<file path="config.mk">
export PLATFORM = sky130hd
export DESIGN_NAME = inst_fetch
export DESIGN_NICKNAME = d
export VERILOG_FILES = /design/src/rtl/pc_mux_pkg.sv /design/src/rtl/type_pkg.sv /design/src/rtl/fetch_buffer.sv /design/src/rtl/inst_fetch.sv
export SDC_FILE = /design/constraint.sdc
export NUM_CORES = 1
export LEC_CHECK = 0
export CORE_UTILIZATION = 50
export DETAILED_ROUTE_END_ITERATION = 8
export PLACE_DENSITY = 0.81
export REMOVE_ABC_BUFFERS = 1
export SLEW_MARGIN = 25
export SYNTH_ARGS = -nofsm -noshare
export SYNTH_HDL_FRONTEND = slang
export SYNTH_SLANG_ARGS = --single-unit
</file>
<file path="constraint.sdc">
create_clock -name clk -period 9.4 [get_ports clk]
set_input_delay 1.88 -clock clk [delete_from_list [all_inputs] [get_ports clk]]
set_output_delay 1.88 -clock clk [all_outputs]
set_load 0.005 [all_outputs]
</file>
<file path="src/rtl/pc_mux_pkg.sv">
// rtl/pc_mux_pkg.sv - next-PC select encoding driven by decode/execute
package pc_mux_pkg;

  typedef enum logic [1:0] {
    PC_PLUS4  = 2'd0,
    PC_BRANCH = 2'd1,
    PC_JAL    = 2'd2,
    PC_JALR   = 2'd3
  } sel_pc_t;

endpackage

</file>
<file path="src/rtl/type_pkg.sv">
// rtl/type_pkg.sv - shared data/address types and the NOP encoding
package type_pkg;

  typedef logic [31:0] data_t;
  typedef logic [31:0] addr_t;

  localparam data_t NOP = 32'h0000_0013;

endpackage

</file>
<file path="src/rtl/fetch_buffer.sv">
// rtl/fetch_buffer.sv - small synchronous FIFO of {addr, data} with flush
module fetch_buffer
  import type_pkg::*;
#(
  parameter int DEPTH = 2
) (
  input  logic                         clk,
  input  logic                         rst,
  input  logic                         flush,
  input  logic                         push,
  input  logic [31:0]                  push_addr,
  input  logic [31:0]                  push_data,
  input  logic                         pop,
  output logic [31:0]                  head_addr,
  output logic [31:0]                  head_data,
  output logic [$clog2(DEPTH+1)-1:0]   count,
  output logic                         empty
);

  localparam int CW = $clog2(DEPTH + 1);
  localparam int AW = (DEPTH > 1) ? $clog2(DEPTH) : 1;

  addr_t         mem_addr [DEPTH];
  data_t         mem_data [DEPTH];
  logic [AW-1:0] wr_ptr;
  logic [AW-1:0] rd_ptr;
  logic          do_push;
  logic          do_pop;
  logic          full;

  function automatic logic [AW-1:0] ptr_inc(input logic [AW-1:0] p);
    return (p == AW'(DEPTH - 1)) ? '0 : p + 1'b1;
  endfunction

  // Flush wins over both push and pop: a redirect kills whatever arrives with it.
  assign do_push   = push && !flush;
  assign do_pop    = pop && !flush && !empty;
  assign empty     = (count == '0);
  assign full      = (count == CW'(DEPTH));
  assign head_addr = mem_addr[rd_ptr];
  assign head_data = mem_data[rd_ptr];

  // Pointers and fill level.
  always_ff @(posedge clk or posedge rst) begin
    if (rst) begin
      wr_ptr <= '0;
      rd_ptr <= '0;
      count  <= '0;
    end else if (flush) begin
      wr_ptr <= '0;
      rd_ptr <= '0;
      count  <= '0;
    end else begin
      if (do_push) wr_ptr <= ptr_inc(wr_ptr);
      if (do_pop)  rd_ptr <= ptr_inc(rd_ptr);
      count <= count + CW'(do_push) - CW'(do_pop);
    end
  end

  // Entry storage; contents are only meaningful below count.
  always_ff @(posedge clk) begin
    if (do_push) begin
      mem_addr[wr_ptr] <= push_addr;
      mem_data[wr_ptr] <= push_data;
    end
  end

  // Callers size their traffic so an unpopped push never lands on a full buffer.
  no_overflow: assert property (@(posedge clk) disable iff (rst) !(do_push && full && !do_pop));

endmodule

</file>
<file path="src/rtl/inst_fetch.sv">
// rtl/inst_fetch.sv - instruction fetch front end with redirect and stale-response drop
module inst_fetch
  import type_pkg::*;
  import pc_mux_pkg::*;
#(
  parameter logic [31:0] RESET_PC  = 32'h0000_0000,
  parameter int          BUF_DEPTH = 2
) (
  input  logic        clk,
  input  logic        rst,
  output logic        imem_req,
  output logic [31:0] imem_addr,
  input  logic        imem_gnt,
  input  logic        imem_rvalid,
  input  logic [31:0] imem_rdata,
  output logic [31:0] ir,
  output logic [31:0] pc,
  output logic        ir_valid,
  input  logic        id_ready,
  input  logic [1:0]  pc_sel,
  input  logic [31:0] imm,
  input  logic        br_taken,
  input  logic [31:0] rs1_data,
  input  logic        flash
);

  localparam int          CW  = $clog2(BUF_DEPTH + 1);
  localparam logic [CW:0] CAP = (CW+1)'(BUF_DEPTH);

  addr_t         fetch_pc;
  addr_t         target;
  addr_t         req_pc;
  addr_t         buf_pc;
  data_t         buf_ir;
  data_t         pcq_data_unused;
  logic [CW-1:0] outstanding;
  logic [CW-1:0] outstanding_nxt;
  logic [CW-1:0] drop_cnt;
  logic [CW-1:0] buf_count;
  logic [CW-1:0] pcq_count;
  logic          buf_empty;
  logic          pcq_empty;
  logic          issued;
  logic          retire;
  logic          redirect;
  logic          drop_resp;
  logic          accept_resp;
  logic          pcq_unused;
  sel_pc_t       sel;

  // The fetch window counts stale requests too, so drops can never overrun it.
  assign imem_req        = !rst && (({1'b0, outstanding} + {1'b0, buf_count}) < CAP);
  assign imem_addr       = fetch_pc;
  assign issued          = imem_req && imem_gnt;
  assign retire          = ir_valid && id_ready;
  assign drop_resp       = imem_rvalid && (drop_cnt != '0);
  assign accept_resp     = imem_rvalid && (drop_cnt == '0);
  assign outstanding_nxt = outstanding + CW'(issued) - CW'(imem_rvalid);

  assign ir_valid = !buf_empty;
  assign ir       = buf_empty ? NOP : buf_ir;
  assign pc       = buf_empty ? RESET_PC : buf_pc;

  assign pcq_unused = ^{pcq_count, pcq_empty, pcq_data_unused};

  // Redirect decision and target; flash overrides whatever pc_sel says.
  always_comb begin
    sel      = sel_pc_t'(pc_sel);
    redirect = 1'b0;
    target   = pc + 32'd4;
    if (flash) begin
      redirect = 1'b1;
    end else begin
      case (sel)
        PC_JAL: begin
          redirect = 1'b1;
          target   = pc + imm;
        end
        PC_BRANCH: begin
          redirect = br_taken;
          target   = pc + imm;
        end
        PC_JALR: begin
          redirect = 1'b1;
          target   = (rs1_data + imm) & ~32'h1;
        end
        default: redirect = 1'b0;
      endcase
    end
    redirect = redirect && retire;
  end

  // Fetch PC, in-flight count and the number of stale responses still to discard.
  always_ff @(posedge clk or posedge rst) begin
    if (rst) begin
      fetch_pc    <= RESET_PC;
      outstanding <= '0;
      drop_cnt    <= '0;
    end else begin
      outstanding <= outstanding_nxt;
      if (redirect) begin
        fetch_pc <= target;
        drop_cnt <= outstanding_nxt;
      end else begin
        if (issued)    fetch_pc <= fetch_pc + 32'd4;
        if (drop_resp) drop_cnt <= drop_cnt - 1'b1;
      end
    end
  end

  // PCs of live requests in issue order; responses are tagged from its head.
  fetch_buffer #(.DEPTH(BUF_DEPTH)) u_pc_queue (
    .clk       (clk),
    .rst       (rst),
    .flush     (redirect),
    .push      (issued),
    .push_addr (fetch_pc),
    .push_data (NOP),
    .pop       (accept_resp),
    .head_addr (req_pc),
    .head_data (pcq_data_unused),
    .count     (pcq_count),
    .empty     (pcq_empty)
  );

  // Returned words waiting for decode/execute.
  fetch_buffer #(.DEPTH(BUF_DEPTH)) u_inst_buf (
    .clk       (clk),
    .rst       (rst),
    .flush     (redirect),
    .push      (accept_resp),
    .push_addr (req_pc),
    .push_data (imem_rdata),
    .pop       (retire),
    .head_addr (buf_pc),
    .head_data (buf_ir),
    .count     (buf_count),
    .empty     (buf_empty)
  );

endmodule
</file>
==> impl_metrics.tcl <==
set metrics [dict create \
    postRouteAntennaNets 0 \
    power-per-cell-area_mw_per_mm2 278.2 \
    layout.cells.most_common "sky130_fd_sc_hd__clkdlybuf4s50_1" \
    io_pins 203 \
    fin_area_mm2 0.01657 \
    antenna_found_initial 1 \
    status "complete, but fails checks" \
    met1_wire_length_um 15340 \
    synth-edff-count 192 \
    ffs_latches_synth 236 \
    clock_tree.htree_level_count 1 \
    layout.area.seq_mm2 0.006870 \
    groute.usage.overall_pct 25.15 \
    cap_violations 0 \
    worstHoldPathType "reg2reg" \
    finalClockSkew_ps 11.81 \
    synth.top_cells.by_area "sky130_fd_sc_hd__edfxtp_1, sky130_fd_sc_hd__dfrtp_1, sky130_fd_sc_hd__ha_1" \
    crit_path_max_fanout 4 \
    clock_insertion_delay_worst_skew_ps 490 \
    std_cell_rows 59 \
    horizontal_die_dimension_um 166.4 \
    route.final.wire_length_um 34990 \
    design.core.area_mm2 0.02628 \
    numCtsBuffers 22 \
    cts_root_buf "sky130_fd_sc_hd__clkbuf_16" \
    max_clock_freq_ghz 0.1796 \
    die-height_um 166.4 \
    synth_seq_area_share_pct 50.81 \
    globalplace.congestion 0.9337 \
    vias_per_cell 5.932 \
    totalNegativeSetupSlack_ps 0 \
    post-synth-top-area-cell "sky130_fd_sc_hd__edfxtp_1" \
    maxSlewViolCount 0 \
    most_frequent_cells_in_the_layout "sky130_fd_sc_hd__clkdlybuf4s50_1, sky130_fd_sc_hd__edfxtp_1, sky130_fd_sc_hd__nor2_1" \
    grt_max_degree 65 \
    postCtsResizedCells 0 \
    wire_per_inst_um 20.14 \
    portBuffers 202 \
    multi_input_comb_area_mm2 0.006349 \
    top_signal_layer_used "met4" \
    number_of_global_route_vias_before_repair 10020 \
    timing_worst_slew_pin_value_ps 973.7 \
    cts_tree "yes" \
    clk_pin_slew_ps 60 \
    synth.yosys.warnings 0 \
    post_cts.repair.setup_buffers 0 \
    timing.critical_path.from_type "input port" \
    final_period_minus_worst_setup_slack_ps 5569 \
    timing.setup.critical_path_class "in2reg" \
    layout-area-overhead-vs-synth_pct 22.61 \
    sink_count_of_the_clock_tree 236 \
    vdd.ir_drop.worst_mv 0.1353 \
    post_route_total_power_mw 4.610 \
    layout-drive-gt1-share_pct 6.852 \
    min_period_over_period_pct 59.25 \
    leakage_power_figure_nw 6.102 \
    ctsLongestPathBuffers 3 \
    drcViolationCount 11 \
    globalRoute.totalOverflow 0 \
    violations "design-rule violations" \
    post_synth_instance_area_mm2 0.01351 \
    postSynthCellCount 1190 \
    dpl-instance-area_mm2 0.01590 \
    grt_first_pass_wirelength_um 54850 \
    worstPathRequired_ps 9740 \
    synth_area_per_cell_um2 11.36 \
    worstSetupEndpointType "flip-flop" \
    pre_cts_slack_ps 3345 \
    hold_viol 0 \
    initialDrtViolationCount 1036 \
    slew_headroom_pct 34.84 \
    netlist-cell-type-count 72 \
    setup_ws_ps 3831 \
    critical_path_arrival_ps 5910 \
    die_area_mm2 0.02769 \
    synth_top_flop_cell "sky130_fd_sc_hd__edfxtp_1" \
    detail_route.first_pass.iterations 8 \
    fillCellCount 2050 \
    nNetsFinal 1562 \
    floorplan.initialDensity_pct 51.42 \
    wl_met2_um 16030 \
    setup_viol_count_final 0 \
    vias 10300 \
    rsz_0062_raised_after_global_routing "false" \
    cts-hold-fix-buffers 0 \
    place.detailed.hpwl_um 25440 \
    synthArstFlopShare_pct 18.64 \
    synthDominantCellAreaShare_pct 42.66 \
    met3WireLength_um 2787 \
]
metal layers:
metal / track usage (%) / up-vias
met1: 35.64 / 4953
met4: 7.609 / 0
met3: 3.289 / 55
li1: - / 4852
met5: 0 / -
met2: 40.34 / 444
worst max-delay path, stage by stage:
cell and delay [ps]:
sky130_fd_sc_hd__clkdlybuf4s50_1 450, sky130_fd_sc_hd__ha_1 270, sky130_fd_sc_hd__fa_1 440, sky130_fd_sc_hd__a211o_1 380
sky130_fd_sc_hd__a2111oi_4 500, sky130_fd_sc_hd__o211ai_2 150, sky130_fd_sc_hd__a32o_1 300, sky130_fd_sc_hd__o41ai_2 280
sky130_fd_sc_hd__o211ai_1 170, sky130_fd_sc_hd__a31o_1 270, sky130_fd_sc_hd__a311o_1 360, sky130_fd_sc_hd__xor2_1 160
sky130_fd_sc_hd__a221oi_2 220, sky130_fd_sc_hd__a221oi_1 80
cell usage after synthesis, types with 6 or more instances:
cell and instances:
sky130_fd_sc_hd__nand2_1 78, sky130_fd_sc_hd__nand3_1 31, sky130_fd_sc_hd__clkbuf_1 33, sky130_fd_sc_hd__dfrtp_1 44, sky130_fd_sc_hd__a221oi_1 31, sky130_fd_sc_hd__and2_1 10
sky130_fd_sc_hd__mux2i_1 60, sky130_fd_sc_hd__nor3_1 18, sky130_fd_sc_hd__a21oi_1 73, sky130_fd_sc_hd__xor2_1 45, sky130_fd_sc_hd__o22ai_1 6, sky130_fd_sc_hd__mux2_2 38
sky130_fd_sc_hd__ha_1 68, sky130_fd_sc_hd__nand4_1 12, sky130_fd_sc_hd__a21o_1 23, sky130_fd_sc_hd__xnor2_1 79, sky130_fd_sc_hd__o211ai_1 12, sky130_fd_sc_hd__and3_1 13
sky130_fd_sc_hd__o21ai_0 40, sky130_fd_sc_hd__nor2_1 110, sky130_fd_sc_hd__a211oi_1 10, sky130_fd_sc_hd__a31oi_1 9, sky130_fd_sc_hd__nor4_1 7, sky130_fd_sc_hd__inv_1 38
sky130_fd_sc_hd__nand2b_1 10, sky130_fd_sc_hd__edfxtp_1 192
path summary, 6_finish.rpt:
kind	from	endpoint	slack (ps)	cells after the start
worst max-delay path	imm[0]	imem_addr[26]$_DFFE_PP0P_	3830	14
worst min-delay path	imem_addr[31]$_DFFE_PP0P_	u_pc_queue.mem_addr[0][31]$_DFFE_PP_	530	0
worst max register to register	u_inst_buf.count[1]$_DFF_PP0_	imem_addr[26]$_DFFE_PP0P_	4180	16
worst min register to register	imem_addr[31]$_DFFE_PP0P_	u_pc_queue.mem_addr[0][31]$_DFFE_PP_	530	0
max in group asynchronous	rst	u_inst_buf.rd_ptr$_DFFE_PP0P_	7000	3
min in group asynchronous	rst	imem_addr[10]$_DFFE_PP0P_	1940	3
through the flow:
step / utilization [%] / cells / hold slack (ps)
2_1_floorplan: - / 1148 / 486.1
3_3_place_gp: 60.49 / 1697 / 513.2
3_5_place_dp: 60.49 / 1697 / 524.0
4_1_cts: 63.04 / 1736 / 534.9
5_1_grt: 63.05 / 1737 / 558.4
6_report: 63.05 / 1737 / 532.7
cell families after synthesis:
group	after synthesis	synth area share [%]
DFF	236	50.81
adders and majority gates	76	7.111
xor gates and xnor gates	124	8.036
AOI/OAI and AO/OA	260	13.12
muxes	101	7.860
buffers and inverters	81	2.370
and+or+nand+nor	312	10.69
registers in the layout, indices dropped and copies added, names as in the netlist:
| register | count |
|---|---|
| outstanding | 2 |
| drop_cnt | 2 |
| imem_addr | 32 |
| u_pc_queue.rd_ptr | 1 |
| u_pc_queue.wr_ptr | 1 |
| u_inst_buf.mem_data | 64 |
| u_pc_queue.mem_addr | 64 |
| u_inst_buf.rd_ptr | 1 |
| u_pc_queue.count | 2 |
| u_inst_buf.mem_addr | 64 |
| u_inst_buf.count | 2 |
| u_inst_buf.wr_ptr | 1 |
cell type report:
class / instances / share of cell area (%)
Tap cell: 335 / 2.530
Timing Repair Buffer: 214 / 12.75
Inverter: 39 / 0.8835
Clock inverter: 12 / 0.4833
Antenna cell: 1 / 0.01510
Sequential cell: 236 / 41.46
Clock buffer: 27 / 3.564
Multi-Input combinational cell: 873 / 38.31
where the power goes:
group	total, mW	internal, mW	switching [mW]
Sequential	1.64	1.43	0.203
Clock	0.833	0.473	0.360
Combinational	2.14	1.00	1.14
(Power assumes the default switching activity.)
